<file path="config.mk">
export PLATFORM = sky130hd
export DESIGN_NAME = seg7_scan_ctrl_flat
export DESIGN_NICKNAME = d
export VERILOG_FILES = /design/src/rtl/seg7_scan_ctrl_if.sv /design/src/rtl/seg7_scan_ctrl.sv /design/src/flat_wrapper.sv
export SDC_FILE = /design/constraint.sdc
export NUM_CORES = 1
export LEC_CHECK = 0
export BUFFER_PORTS_ARGS = -buffer_cell sky130_fd_sc_hd__buf_2
export CORE_MARGIN = 2
export CORE_UTILIZATION = 45
export CTS_CLUSTER_SIZE = 12
export DETAILED_ROUTE_END_ITERATION = 7
export GPL_ROUTABILITY_DRIVEN = 0
export PLACE_DENSITY_LB_ADDON = 0.12
export SYNTH_ARGS = -nofsm -noshare
export SYNTH_HDL_FRONTEND = slang
export SYNTH_SLANG_ARGS = --single-unit
export TNS_END_PERCENT = 20
</file>
<file path="constraint.sdc">
create_clock -name clk -period 6.1 [get_ports clk]
set_input_delay 0.305 -clock clk [delete_from_list [all_inputs] [get_ports clk]]
set_output_delay 0.305 -clock clk [all_outputs]
set_load 0.02 [all_outputs]
</file>
<file path="src/rtl/seg7_scan_ctrl_if.sv">
// Value handshake into the two-digit 7-segment scan controller.
// The producer drives valid/data; the controller answers with ready.
interface seg7_scan_ctrl_if #(
    parameter int W = 7
);
    logic         s_valid;
    logic         s_ready;
    logic [W-1:0] s_data;

    modport master (output s_valid, output s_data, input s_ready);
    modport slave  (input s_valid, input s_data, output s_ready);
endinterface

</file>
<file path="src/rtl/seg7_scan_ctrl.sv">
// Two-digit 7-segment controller: sequential binary-to-BCD conversion of an
// accepted value plus a free-running one-hot digit scan on a shared segment bus.
module seg7_scan_ctrl #(
    parameter int W       = 7,
    parameter int REFRESH = 4
) (
    input  logic                clk,
    input  logic                rst,
    seg7_scan_ctrl_if.slave     bus,
    output logic [6:0]          seg,
    output logic [1:0]          dig_en,
    output logic                ovf
);
    localparam int CW = (REFRESH > 1) ? $clog2(REFRESH) : 1;

    typedef enum logic [1:0] {
        IDLE = 2'd0,
        CONV = 2'd1,
        DISP = 2'd2
    } state_t;

    state_t         state_r;
    logic           s_ready_r;
    logic [W-1:0]   shift_r;
    logic [19:0]    bcd_r;
    logic [4:0]     step_r;
    logic [3:0]     ones_r;
    logic [3:0]     tens_r;
    logic           ovf_r;
    logic           shown_r;
    logic [CW-1:0]  scan_cnt_r;
    logic           idx_r;
    logic [6:0]     seg_r;
    logic [1:0]     dig_en_r;

    logic           accept_s;
    logic           last_s;
    logic [19:0]    bcd_step_s;
    logic [3:0]     ones_v_s;
    logic [3:0]     tens_v_s;
    logic           ovf_v_s;
    logic           shown_v_s;
    logic           wrap_s;
    logic           idx_nxt_s;
    logic [6:0]     seg_nxt_s;

    // One shift-and-add-3 step over five BCD digits (enough for W up to 16).
    function automatic logic [19:0] dabble_step(input logic [19:0] bcd, input logic bit_in);
        logic [19:0] adj;
        adj = bcd;
        for (int d = 0; d < 5; d++) begin
            if (adj[d*4 +: 4] >= 4'd5) begin
                adj[d*4 +: 4] = adj[d*4 +: 4] + 4'd3;
            end else begin
                adj[d*4 +: 4] = adj[d*4 +: 4];
            end
        end
        return {adj[18:0], bit_in};
    endfunction

    function automatic logic [6:0] digit_seg(input logic [3:0] d);
        case (d)
            4'd0:    digit_seg = 7'h3F;
            4'd1:    digit_seg = 7'h06;
            4'd2:    digit_seg = 7'h5B;
            4'd3:    digit_seg = 7'h4F;
            4'd4:    digit_seg = 7'h66;
            4'd5:    digit_seg = 7'h6D;
            4'd6:    digit_seg = 7'h7D;
            4'd7:    digit_seg = 7'h07;
            4'd8:    digit_seg = 7'h7F;
            4'd9:    digit_seg = 7'h6F;
            default: digit_seg = 7'h00;
        endcase
    endfunction

    // Conversion step, load lookahead and next segment pattern.
    always_comb begin
        accept_s   = bus.s_valid && s_ready_r;
        last_s     = (state_r == CONV) && (step_r == 5'(W - 1));
        bcd_step_s = dabble_step(bcd_r, shift_r[W-1]);
        wrap_s     = (scan_cnt_r == CW'(REFRESH - 1));
        idx_nxt_s  = wrap_s ? ~idx_r : idx_r;
        // seg is registered, so it is built from the values the display
        // registers and digit index take at this same edge.
        if (last_s) begin
            ones_v_s  = bcd_step_s[3:0];
            tens_v_s  = bcd_step_s[7:4];
            ovf_v_s   = |bcd_step_s[19:8];
            shown_v_s = 1'b1;
        end else begin
            ones_v_s  = ones_r;
            tens_v_s  = tens_r;
            ovf_v_s   = ovf_r;
            shown_v_s = shown_r;
        end
        if (!shown_v_s) begin
            seg_nxt_s = 7'h00;
        end else if (ovf_v_s) begin
            seg_nxt_s = 7'h40;
        end else if (!idx_nxt_s) begin
            seg_nxt_s = digit_seg(ones_v_s);
        end else if (tens_v_s == 4'd0) begin
            seg_nxt_s = 7'h00;
        end else begin
            seg_nxt_s = digit_seg(tens_v_s);
        end
    end

    // Handshake / conversion FSM and display registers.
    always_ff @(posedge clk) begin
        if (rst) begin
            state_r   <= IDLE;
            s_ready_r <= 1'b1;
            shift_r   <= '0;
            bcd_r     <= 20'd0;
            step_r    <= 5'd0;
            ones_r    <= 4'd0;
            tens_r    <= 4'd0;
            ovf_r     <= 1'b0;
            shown_r   <= 1'b0;
        end else begin
            case (state_r)
                IDLE, DISP: begin
                    if (accept_s) begin
                        shift_r   <= bus.s_data;
                        bcd_r     <= 20'd0;
                        step_r    <= 5'd0;
                        s_ready_r <= 1'b0;
                        state_r   <= CONV;
                    end
                end
                CONV: begin
                    bcd_r   <= bcd_step_s;
                    shift_r <= shift_r << 1;
                    step_r  <= step_r + 5'd1;
                    if (last_s) begin
                        ones_r    <= ones_v_s;
                        tens_r    <= tens_v_s;
                        ovf_r     <= ovf_v_s;
                        shown_r   <= 1'b1;
                        s_ready_r <= 1'b1;
                        state_r   <= DISP;
                    end
                end
                default: begin
                    state_r   <= IDLE;
                    s_ready_r <= 1'b1;
                end
            endcase
        end
    end

    // Free-running digit scan and registered segment / enable outputs.
    always_ff @(posedge clk) begin
        if (rst) begin
            scan_cnt_r <= '0;
            idx_r      <= 1'b0;
            seg_r      <= 7'h00;
            dig_en_r   <= 2'b01;
        end else begin
            scan_cnt_r <= wrap_s ? '0 : scan_cnt_r + CW'(1);
            idx_r      <= idx_nxt_s;
            seg_r      <= seg_nxt_s;
            dig_en_r   <= idx_nxt_s ? 2'b10 : 2'b01;
        end
    end

    assign bus.s_ready = s_ready_r;
    assign seg         = seg_r;
    assign dig_en      = dig_en_r;
    assign ovf         = ovf_r;
endmodule

</file>
<file path="src/flat_wrapper.sv">
// flat-port wrapper written by rule: the top's interface ports become plain ports
module seg7_scan_ctrl_flat 
#(
    parameter int W       = 7,
    parameter int REFRESH = 4
)
  (clk, rst, seg, dig_en, ovf, bus_s_valid, bus_s_data, bus_s_ready);
  seg7_scan_ctrl_if #(.W(W)) bus_i ();
  input  logic clk;
  input  logic rst;
  output logic [6:0] seg;
  output logic [1:0] dig_en;
  output logic ovf;
  input wire logic [$bits(bus_i.s_valid)-1:0] bus_s_valid;
  input wire logic [$bits(bus_i.s_data)-1:0] bus_s_data;
  output wire logic [$bits(bus_i.s_ready)-1:0] bus_s_ready;
  assign bus_i.s_valid = bus_s_valid;
  assign bus_i.s_data = bus_s_data;
  assign bus_s_ready = bus_i.s_ready;
  seg7_scan_ctrl #(.W(W), .REFRESH(REFRESH)) u_core (.clk(clk), .rst(rst), .bus(bus_i), .seg(seg), .dig_en(dig_en), .ovf(ovf));
endmodule
</file>
# [Word level (Yosys, flattened, before mapping)]
# Memories as Yosys holds them, arrays and structs flattened.
# Cells that the tools add are included.
[op_classes] mux=26 n_reduce_logical=13 bitwise_logic=2 order_cmp=5 add_sub_neg=7 eq_ne=6
[op_table] op="20-bit case mux with 2 select lines" count=1
[op_table] op="7-bit 2-to-1 mux" count=4
[op_table] op="4-bit 2-to-1 mux" count=6
[op_table] op="4-bit by 3-bit >= comparator with 1-bit output, second input constant" count=5
[op_table] op="20-bit 2-to-1 mux" count=1
[op_table] op="4-bit by 2-bit adder with 4-bit output, second input constant" count=4
[op_table] op="7-bit case mux with 2 select lines" count=1
[op_table] op="12-bit OR reduction" count=1
[op_table] op="5-bit case mux with 2 select lines" count=1
[op_table] op="2-bit 2-to-1 mux" count=3
[op_table] op="2-bit AND reduction" count=3
[op_table] op="2-bit OR reduction" count=3
[op_table] op="5-bit by 1-bit adder with 5-bit output, second input constant" count=1
[op_table] op="5-bit by 3-bit equality test with 1-bit output, second input constant" count=1
[op_table] op="1-bit 2-to-1 mux" count=5
[op_table] op="5-bit 2-to-1 mux" count=1
[op_table] op="2-bit equality test, second input constant" count=2
[op_table] op="4-bit logical NOT" count=1
[op_table] op="2-bit by 1-bit inequality test with 1-bit output, second input constant" count=2
[op_table] op="2-bit case mux with 2 select lines" count=1
[op_table] op="3-bit by 2-bit adder with 3-bit output, second input constant" count=1
[op_table] op="3-bit 2-to-1 mux" count=1
[op_table] op="3-bit OR reduction" count=1
[op_table] op="2-bit by 1-bit adder with 2-bit output, second input constant" count=1
[op_table] op="other kinds (6)" count=8
[word_totals] elab_cells=75 memories=2 register_bits=57 mem_bits_ro=224 input_bits=10
[mem_list] memory="(no name shown)" depth=16 width=7 read_ports=1 rd_clocked_by_memory_dff=0 wr=0 line="seg7_scan_ctrl.sv:62" rtl="case (d)"
[mem_list] memory="(no name shown)" depth=16 width=7 read_ports=1 rd_clocked_by_memory_dff=0 wr=0 line="seg7_scan_ctrl.sv:62"

# [Depth between registers and ports, before layout]
# Gate-level depths: netlist of the first run.
[logic_depth] ltp_word=7 ltp_mapped=13

# [Worst setup path after synthesis of the first run]
# Ideal clock, no wire load.
[synth_timing] path_type="reg-to-reg" from="register u_core.step_r[0]" to="register u_core.seg_r[3], in the netlist u_core.seg[3]" setup_ns=0.103 required_time_ns=5.997 path_slack_ns=3.457 path_stages_with_launch=13 arrival_ns=2.539 cell_sequence="dfxtp_1 > inv_1 > ha_1 > and4bb_2 > nand2_2 > buf_2 > mux2i_1 > inv_1 > ha_1 > o21bai_1 > a31oi_1 > nor3_1 > a2111oi_2"
[synth_between] elab_cells_between_ends=13
[synth_rtl] element="start, declared" line="seg7_scan_ctrl.sv:26" rtl="logic [4:0] step_r;"
[synth_rtl] element="start signal, assigned" line="seg7_scan_ctrl.sv:136" rtl="step_r <= step_r + 5'd1;"
[synth_rtl] element="5-bit by 3-bit equality test with 1-bit output" line="seg7_scan_ctrl.sv:80" rtl="last_s = (state_r == CONV) && (step_r == 5'(W - 1));"
[synth_rtl] element="1-bit logical AND" line="seg7_scan_ctrl.sv:80"
[synth_rtl] element="4-bit 2-to-1 mux" line="seg7_scan_ctrl.sv:86" rtl="if (last_s) begin"
[synth_rtl] element="via u_core.ones_v_s[0]" line="seg7_scan_ctrl.sv:39" rtl="logic [3:0] ones_v_s;"
[synth_rtl] element="memory read 16 x 7 bit"
[synth_rtl] element="7-bit 2-to-1 mux" line="seg7_scan_ctrl.sv:101" rtl="end else if (!idx_nxt_s) begin"
[synth_rtl] element="end signal, assigned" line="seg7_scan_ctrl.sv:164" rtl="seg_r <= seg_nxt_s;"
[synth_rtl] element="end, declared" line="seg7_scan_ctrl.sv:33" rtl="logic [6:0] seg_r;"
# The timed path passes the listed nets, and every way through them passes these cells.
# A chain may end at the register's enable or synchronous reset.

# [Worst setup path in the final report of the first run]
# Same ends and word-level chain as after synthesis.

==> impl_metrics.json, run 1 <==
{
  "clock.fmax_ghz": 0.336,
  "antenna_found_initial": 0,
  "startpoint_type": "register",
  "grt_pass1_vias": 2715,
  "final_area_um2": 3530,
  "core_um2": 7180,
  "arrival_ns": 3.19,
  "cts_buffers": 5,
  "outcome": "completed",
  "yosysUniqueCellTypes": 63,
  "hold_viol_final": 0,
  "critPathCaptureType": "register",
  "ys_warn_count": 0,
  "cts_resized": 0,
  "drcViolationCount": 0,
  "routedLengthMet1_um": 3550,
  "worstPathMaxFanout": 19,
  "yosysSeqAreaShare_pct": 34.0,
  "cts_sinks": 56,
  "syn_nets": 438,
  "setup_viol": 0,
  "worstPathCellList": "inv_1 -> ha_1 -> and4bb_2 -> nand2_2 -> mux2i_1 -> inv_1 -> ha_1 -> o21bai_1 -> a31oi_1 -> nor3_1 -> a2111oi_2",
  "num_vias": 2874,
  "power_uw": 661,
  "wl_met2_um": 3610,
  "ys_seq_elements": 56,
  "cp_slowest_stage_delay_ns": 0.49,
  "numPortBuffers": 20,
  "cts_max_level": 2,
  "drtIter0Drc": 142,
  "worstPathRequired_ns": 6.31,
  "period_share_pct": 48.8,
  "slew_headroom_pct": 38.3,
  "pwr-share-comb_pct": 10.4,
  "clkPwrFrac_pct": 31.7,
  "post-cts-setup-buffers": 0,
  "fp-row-count": 31,
  "sw_frac_of_total_pct": 27.9,
  "wl_um": 7500,
  "clk_path_buf_depth": 2,
  "drive_gt1_share_pct": 12.4,
  "crit_type": "register to register",
  "nets": 443,
  "die-area_um2": 8030,
  "min_from": "bus_s_data[0]",
  "die_x_um": 89.6,
  "layout_min_cycle_time_ns": 2.98,
  "ios": 21,
  "drv_cap": 0,
  "seq_area_um2": 1120,
  "crit_path_top_delay_cell": "mux2i_1",
  "cts_tree": "built",
  "finClkSkew_ns": 0.0100,
  "clk-insertion-delay-late_ns": 0.31,
  "power_leakage_uw": 0.00131,
  "initial_core_util_pct": 46.0,
  "grt_use_total_pct": 20.1,
  "ys.flop_type": "dfxtp_1",
  "async_reset_ff_share_pct": 0,
  "ir_drop_mv": 0.101,
  "power.density_nw_per_um2": 188,
  "p_int_uw": 477,
  "final.setup.tns_ns": 0,
  "switchingPower_uw": 185,
  "dr.max_layer_used": "met4",
  "startpoint": "u_core.step_r[0]",
  "multiInputGateArea_um2": 2000,
  "worst-slew-pin-transition_ns": 0.925,
  "worstHoldPathType": "input pin to register",
  "grt_max_degree": 49,
  "dr.pass1.iters": 4,
  "wl_met3_um": 266,
  "fill_cells": 733,
  "die_y_um": 89.6,
  "antenna_cells": 0,
  "cts-root-buf": "clkbuf_8",
  "synth-edff-count": 0,
  "grt_pass1_wl_um": 12800,
  "gr-total-overflow": 0,
  "report.final.slew_viol_count": 0,
  "r2r_start": "u_core.step_r[0]",
  "netlist_area_um2": 3300,
  "avgRoutedWirePerCell_um": 14.7,
  "routed_via_density": 5.64,
  "dp_hpwl_um": 5310,
  "clk_pin_slew_worst_paths_ns": 0.11,
  "hold_buffers": 0,
  "placed_cell_area_um2": 3430,
  "area_growth_pct": 6.90,
  "syn_inst": 405,
  "syn_avg_cell_area_um2": 8.14,
  "p_seq_share_pct": 57.9,
  "drtAntennaViolNets": 0,
  "rsz0062_at_grt": "false"
}
==> power by group through the flow <==
stage / registers, uW / logic [uW] / clock network, uW
floorplan: 392 / 50.9 / 0
global placement: 391 / 69.3 / 0
detailed placement: 392 / 69.6 / 0
CTS: 383 / 69.9 / 222
global route: 385 / 78.2 / 234
finish: 383 / 68.7 / 209
==> layout make-up <==
class / count / share of cell area [%]
Clock buffer: 5 / 1.95
Multi-Input combinational cell: 306 / 56.8
Sequential cell: 56 / 31.8
Inverter: 19 / 2.02
Tap cell: 99 / 3.51
Clock inverter: 3 / 0.674
Timing Repair Buffer: 22 / 3.26
==> critical path, delay by kind of cell, from the launching register on <==
kind | cells | cell delay (ns)
compound gates | 3 | 0.72
fa+ha+maj | 2 | 0.40
buf+inv | 2 | 0.21
flops | 1 | 0.41
mux | 1 | 0.49
simple gates | 3 | 0.64
==> Yosys cell counts (2+ instances only) <==
cell type,instances,share of area [%]
nor3_1,15,2.3
buf_4,2,0.46
nand4_1,4,0.76
or3_1,2,0.38
o21ai_1,5,0.76
o21bai_1,3,0.68
o21a_1,3,0.68
o31ai_1,2,0.46
xnor2_1,4,1.1
nor2b_1,4,0.76
nand2b_1,7,1.3
mux2i_1,3,0.91
or2_1,2,0.38
a2111oi_2,5,2.3
a21oi_1,36,5.5
a31oi_1,10,1.9
and3_1,3,0.57
xor2_1,2,0.53
buf_1,5,0.57
a221oi_1,2,0.53
o21ai_0,16,2.4
a211oi_1,7,1.6
inv_1,18,2.0
clkbuf_1,12,1.4
ha_1,23,8.7
nor4_2,2,0.76
nand3b_1,3,0.68
nand2_1,26,3.0
nor4_1,5,0.95
o211ai_1,5,1.1
dfxtp_1,56,34
nor3b_1,6,1.4
mux2_2,2,0.68
buf_2,5,0.76
a21o_1,2,0.46
nand3_1,17,2.6
nor2_1,52,5.9
or2_2,2,0.38
o31a_1,3,0.80
==> metrics by stage <==
step           std cells  hold slack [ns]  setup WS, ns  util (%)
6_report             510            0.210          3.12      49.1
5_1_grt              510            0.210          2.79      49.1
4_1_cts              510            0.198          3.10      49.1
3_5_place_dp         502            0.428          3.14      47.8
3_3_place_gp         502            0.415          3.26      47.8
2_1_floorplan        405            0.404          3.46         -
==> routing by layer <==
layer / global-route usage (%) / up-vias
met5: 0 / -
li1: - / 1465
met3: 3.75 / 7
met4: 5.43 / 0
met1: 26.4 / 1349
met2: 33.8 / 53
==> kinds of logic (layout without fill, tap and decap cells) <==
logic type / after synthesis / count (layout) / synth area share (%)
and+or+nand+nor: 157 / 157 / 24.0
AOI/OAI and AO/OA: 114 / 114 / 24.4
DFF: 56 / 56 / 34.0
buffers and inverters: 43 / 49 / 5.31
adders and majority gates: 23 / 23 / 8.73
xor gates and xnor gates: 6 / 6 / 1.59
muxes: 6 / 6 / 1.93
==> cell usage in the layout, fill, tap and decap left out, drive strengths merged, types with 3 or more instances in the layout <==
master / synthesis / layout
mux2i: 3 / 3
a21oi: 37 / 37
a211oi: 8 / 8
clkbuf: 12 / 5
o21bai: 3 / 3
o211ai: 6 / 6
o21a: 4 / 4
a2111oi: 5 / 5
xnor2: 4 / 4
a31oi: 10 / 10
ha: 23 / 23
dfxtp: 56 / 56
nor2b: 4 / 4
nand2b: 7 / 7
inv: 19 / 19
nor2: 53 / 53
nor3b: 6 / 6
nor3: 15 / 15
o31a: 3 / 3
buf: 12 / 22
or2: 4 / 4
nand4: 4 / 4
mux2: 3 / 3
o21ai: 21 / 21
nand3b: 3 / 3
nand2: 27 / 27
nand3: 17 / 17
and3: 3 / 3
nor4: 7 / 7
==> state kept, by name (all words and copies together), names as in the netlist <==
register / flops
u_core.seg: 7
u_core.step_r: 5
u_core.ones_r: 4
u_core.ovf: 1
u_core.bus.s_ready: 1
u_core.shift_r: 7
u_core.bcd_r: 20
u_core.state_r: 2
u_core.scan_cnt_r: 2
u_core.dig_en: 2
u_core.shown_r: 1
u_core.tens_r: 4
==> path summary, 6_finish.rpt <==
kind,endpoint,slack (ns),cells after the start
worst max-delay path,u_core.seg[3],3.12,11
worst min-delay path,u_core.shift_r[0],0.21,3
worst max register to register,u_core.seg[3],3.12,11
worst min register to register,u_core.scan_cnt_r[0],0.44,1
No activity file was read; power rests on OpenSTA's default activity.
==> run 2, diff against run 1 <==
- ABC_AREA: unset -> 1
- clock period: 6.1 -> 3.1 ns (I/O delays scaled with it)
==> run 2 against run 1 <==
  * Cell area fell by 6.0%
  * Worst hold slack got worse by 0.13 ns
  * First-iteration DRC count rose by 11%
  * Final cell count rose by 3.3%
  * Flip-flop and latch count did not move
  * Clock power rose by 130%
  * Core utilization rose by 2.2 points
  * Area after synthesis fell by 7.7%
==> impl_metrics.json, run 2 <==
{
  "yosysSeqAreaShare_pct": 36.8,
  "power_leakage_uw": 0.00149,
  "cts-root-buf": "clkbuf_8",
  "clkPwrFrac_pct": 35.9,
  "sw_frac_of_total_pct": 25.2,
  "cts_tree": "built",
  "die_y_um": 86.3,
  "numPortBuffers": 20,
  "syn_inst": 431,
  "cts_max_level": 2,
  "die_x_um": 86.3,
  "ir_drop_mv": 0.239,
  "avgRoutedWirePerCell_um": 12.1,
  "power.density_nw_per_um2": 412,
  "antenna_found_initial": 0,
  "worst-slew-pin-transition_ns": 0.715,
  "drcViolationCount": 0,
  "clk_path_buf_depth": 2,
  "syn_nets": 464,
  "ys_seq_elements": 56,
  "report.final.slew_viol_count": 0,
  "dr.pass1.iters": 5,
  "synth_most_common_cell": "nand2_1",
  "use_met2_pct": 28.3,
  "finClkSkew_ns": 0.00643,
  "grt_use_total_pct": 18.0,
  "worstPathMaxFanout": 23,
  "p_seq_share_pct": 55.1,
  "yosysUniqueCellTypes": 34,
  "ys_warn_count": 0,
  "outcome": "completed",
  "die-area_um2": 7440,
  "largest_reg_flops": 20,
  "final_common_cell": "nand2_1",
  "ys.flop_type": "dfxtp_1",
  "p_int_uw": 1020,
  "final_cell_mix": "nand2_1 (116), dfxtp_1 (56), inv_1 (49)",
  "final.setup.tns_ns": 0,
  "num_vias": 2737,
  "startpoint_type": "register",
  "busiest_layer": "met2",
  "rsz0062_at_grt": "false",
  "use_met3_pct": 2.95,
  "synth_commonest_cells": "nand2_1 (116), dfxtp_1 (56), inv_1 (49)",
  "area_growth_pct": 8.88,
  "initial_core_util_pct": 47.1,
  "nets": 482,
  "layout_min_cycle_time_ns": 2.38,
  "synth_top_cell_by_area": "dfxtp_1",
  "worstPathCellList": "inv_2 -> nor2_8 -> inv_4 -> nor2_8 -> nand2_1 -> o21ai_0 -> inv_1 -> ha_1 -> o211ai_1 -> nand3_1 -> a21oi_1",
  "drtIter0Drc": 157,
  "hold_buffers": 0,
  "grt_pass1_wl_um": 10800,
  "slew_headroom_pct": 52.2,
  "clock.fmax_ghz": 0.421,
  "cp_slowest_stage_delay_ns": 0.37,
  "cts_buffers": 5,
  "worstPathRequired_ns": 3.35,
  "drv_cap": 0,
  "antenna_cells": 0,
  "clk_pin_slew_worst_paths_ns": 0.10,
  "clk-insertion-delay-late_ns": 0.31,
  "setup_viol": 0,
  "placed_cell_area_um2": 3200,
  "wl_um": 6350,
  "gr-total-overflow": 0,
  "crit_type": "register to register",
  "cts_resized": 0,
  "switchingPower_uw": 344,
  "routed_via_density": 5.19,
  "core_um2": 6460,
  "hold_viol_final": 0,
  "registers.top_by_ff_count": "u_core.bcd_r",
  "synth_area_leaders": "dfxtp_1 (37%), nand2_1 (14%), ha_1 (9.5%)",
  "dp_hpwl_um": 4520,
  "use_met1_pct": 25.5,
  "drive_gt1_share_pct": 10.7,
  "cts_sinks": 56,
  "pwr-share-comb_pct": 9.0,
  "critPathCaptureType": "register",
  "grt_pass1_vias": 2440,
  "fp-row-count": 29,
  "crit_path_top_delay_cell": "dfxtp_1",
  "cp_common_cell": "nor2_8",
  "synth.top_cell.area_share_pct": 36.8,
  "final_area_um2": 3310,
  "netlist_area_um2": 3040,
  "worstHoldPathType": "input pin to register",
  "syn_avg_cell_area_um2": 7.06,
  "period_share_pct": 76.7,
  "drtAntennaViolNets": 0,
  "post-cts-setup-buffers": 0,
  "synth-edff-count": 0,
  "async_reset_ff_share_pct": 0,
  "arrival_ns": 2.62,
  "grt_max_degree": 40,
  "ios": 21
}
run 2: changes by cell type after synthesis, sizes merged, moves of 9 or more:
cell	before	now
buf	12	2
inv	19	53
nor2	53	34
nand3	17	43
nand2	27	123
nor3	15	2
a31oi	10	1
run 2: layout make-up:
class / count / area (um2)
clock inverters: 2 / 38.8
flip-flops and latches: 56 / 1120
repair buffers: 22 / 115
clock buffers: 6 / 72.6
inverters: 54 / 205
fillers: 646 / 3140
multi-input cells: 310 / 1670
well taps: 77 / 96.3
run 2: critical path, delay by kind of cell (launching register included):
kind,cells,cell delay [ns]
and+or+nand+nor,4,0.74
adders and majority gates,1,0.32
buffers and inverters,3,0.40
DFF,1,0.37
AOI/OAI and AO/OA,3,0.47
run 2: worst paths after layout:
path	start	endpoint	slack [ns]	cells past startpoint
hold reg to reg	u_core.scan_cnt_r[0]	u_core.scan_cnt_r[0]	0.43	1
setup reg to reg	u_core.state_r[0]	u_core.seg[3]	0.72	11
hold / removal	bus_s_data[0]	u_core.shift_r[0]	0.08	3
setup / recovery	u_core.state_r[0]	u_core.seg[3]	0.72	11
run 2: cells by family (layout without fill, tap and decap cells):
family,Yosys count,count (layout),share of synthesized area (%)
buffers and inverters,65,84,8.47
XOR/XNOR,4,4,1.15
AO/OA/AOI/OAI,70,70,13.2
AND/OR/NAND/NOR,213,213,30.9
adder cells (fa/ha/maj),23,23,9.45
flip-flops,56,56,36.8
run 2: power groups by stage:
| stage | Combinational (uW) | Clock (uW) | Sequential [uW] |
|---|---|---|---|
| 4_1_cts | 124 | 508 | 754 |
| 5_1_grt | 141 | 531 | 756 |
| 3_5_place_dp | 124 | 0 | 770 |
| 3_3_place_gp | 123 | 0 | 770 |
| 2_1_floorplan | 88.3 | 0 | 770 |
| 6_report | 124 | 490 | 753 |
run 2: per-stage QoR:
| step | hold WS (ns) | total power [uW] | worst slack [ns] | instances | utilization [%] |
|---|---|---|---|---|---|
| 6_report | 0.0787 | 1370 | 0.723 | 527 | 51.3 |
| 5_1_grt | 0.0922 | 1430 | 0.442 | 527 | 51.3 |
| 4_1_cts | 0.0749 | 1390 | 0.710 | 527 | 51.3 |
| 3_5_place_dp | 0.417 | 894 | 0.741 | 519 | 49.6 |
| 3_3_place_gp | 0.410 | 893 | 0.801 | 519 | 49.6 |
| 2_1_floorplan | 0.303 | 859 | 1.01 | 431 | - |
run 2: metal layers:
layer	share of wire, %	up-vias	wire length, um
met2	42	47	2690
met3	3.9	8	245
li1	-	1447	-
met5	0	-	0
met4	1.7	0	106
met1	52	1235	3310
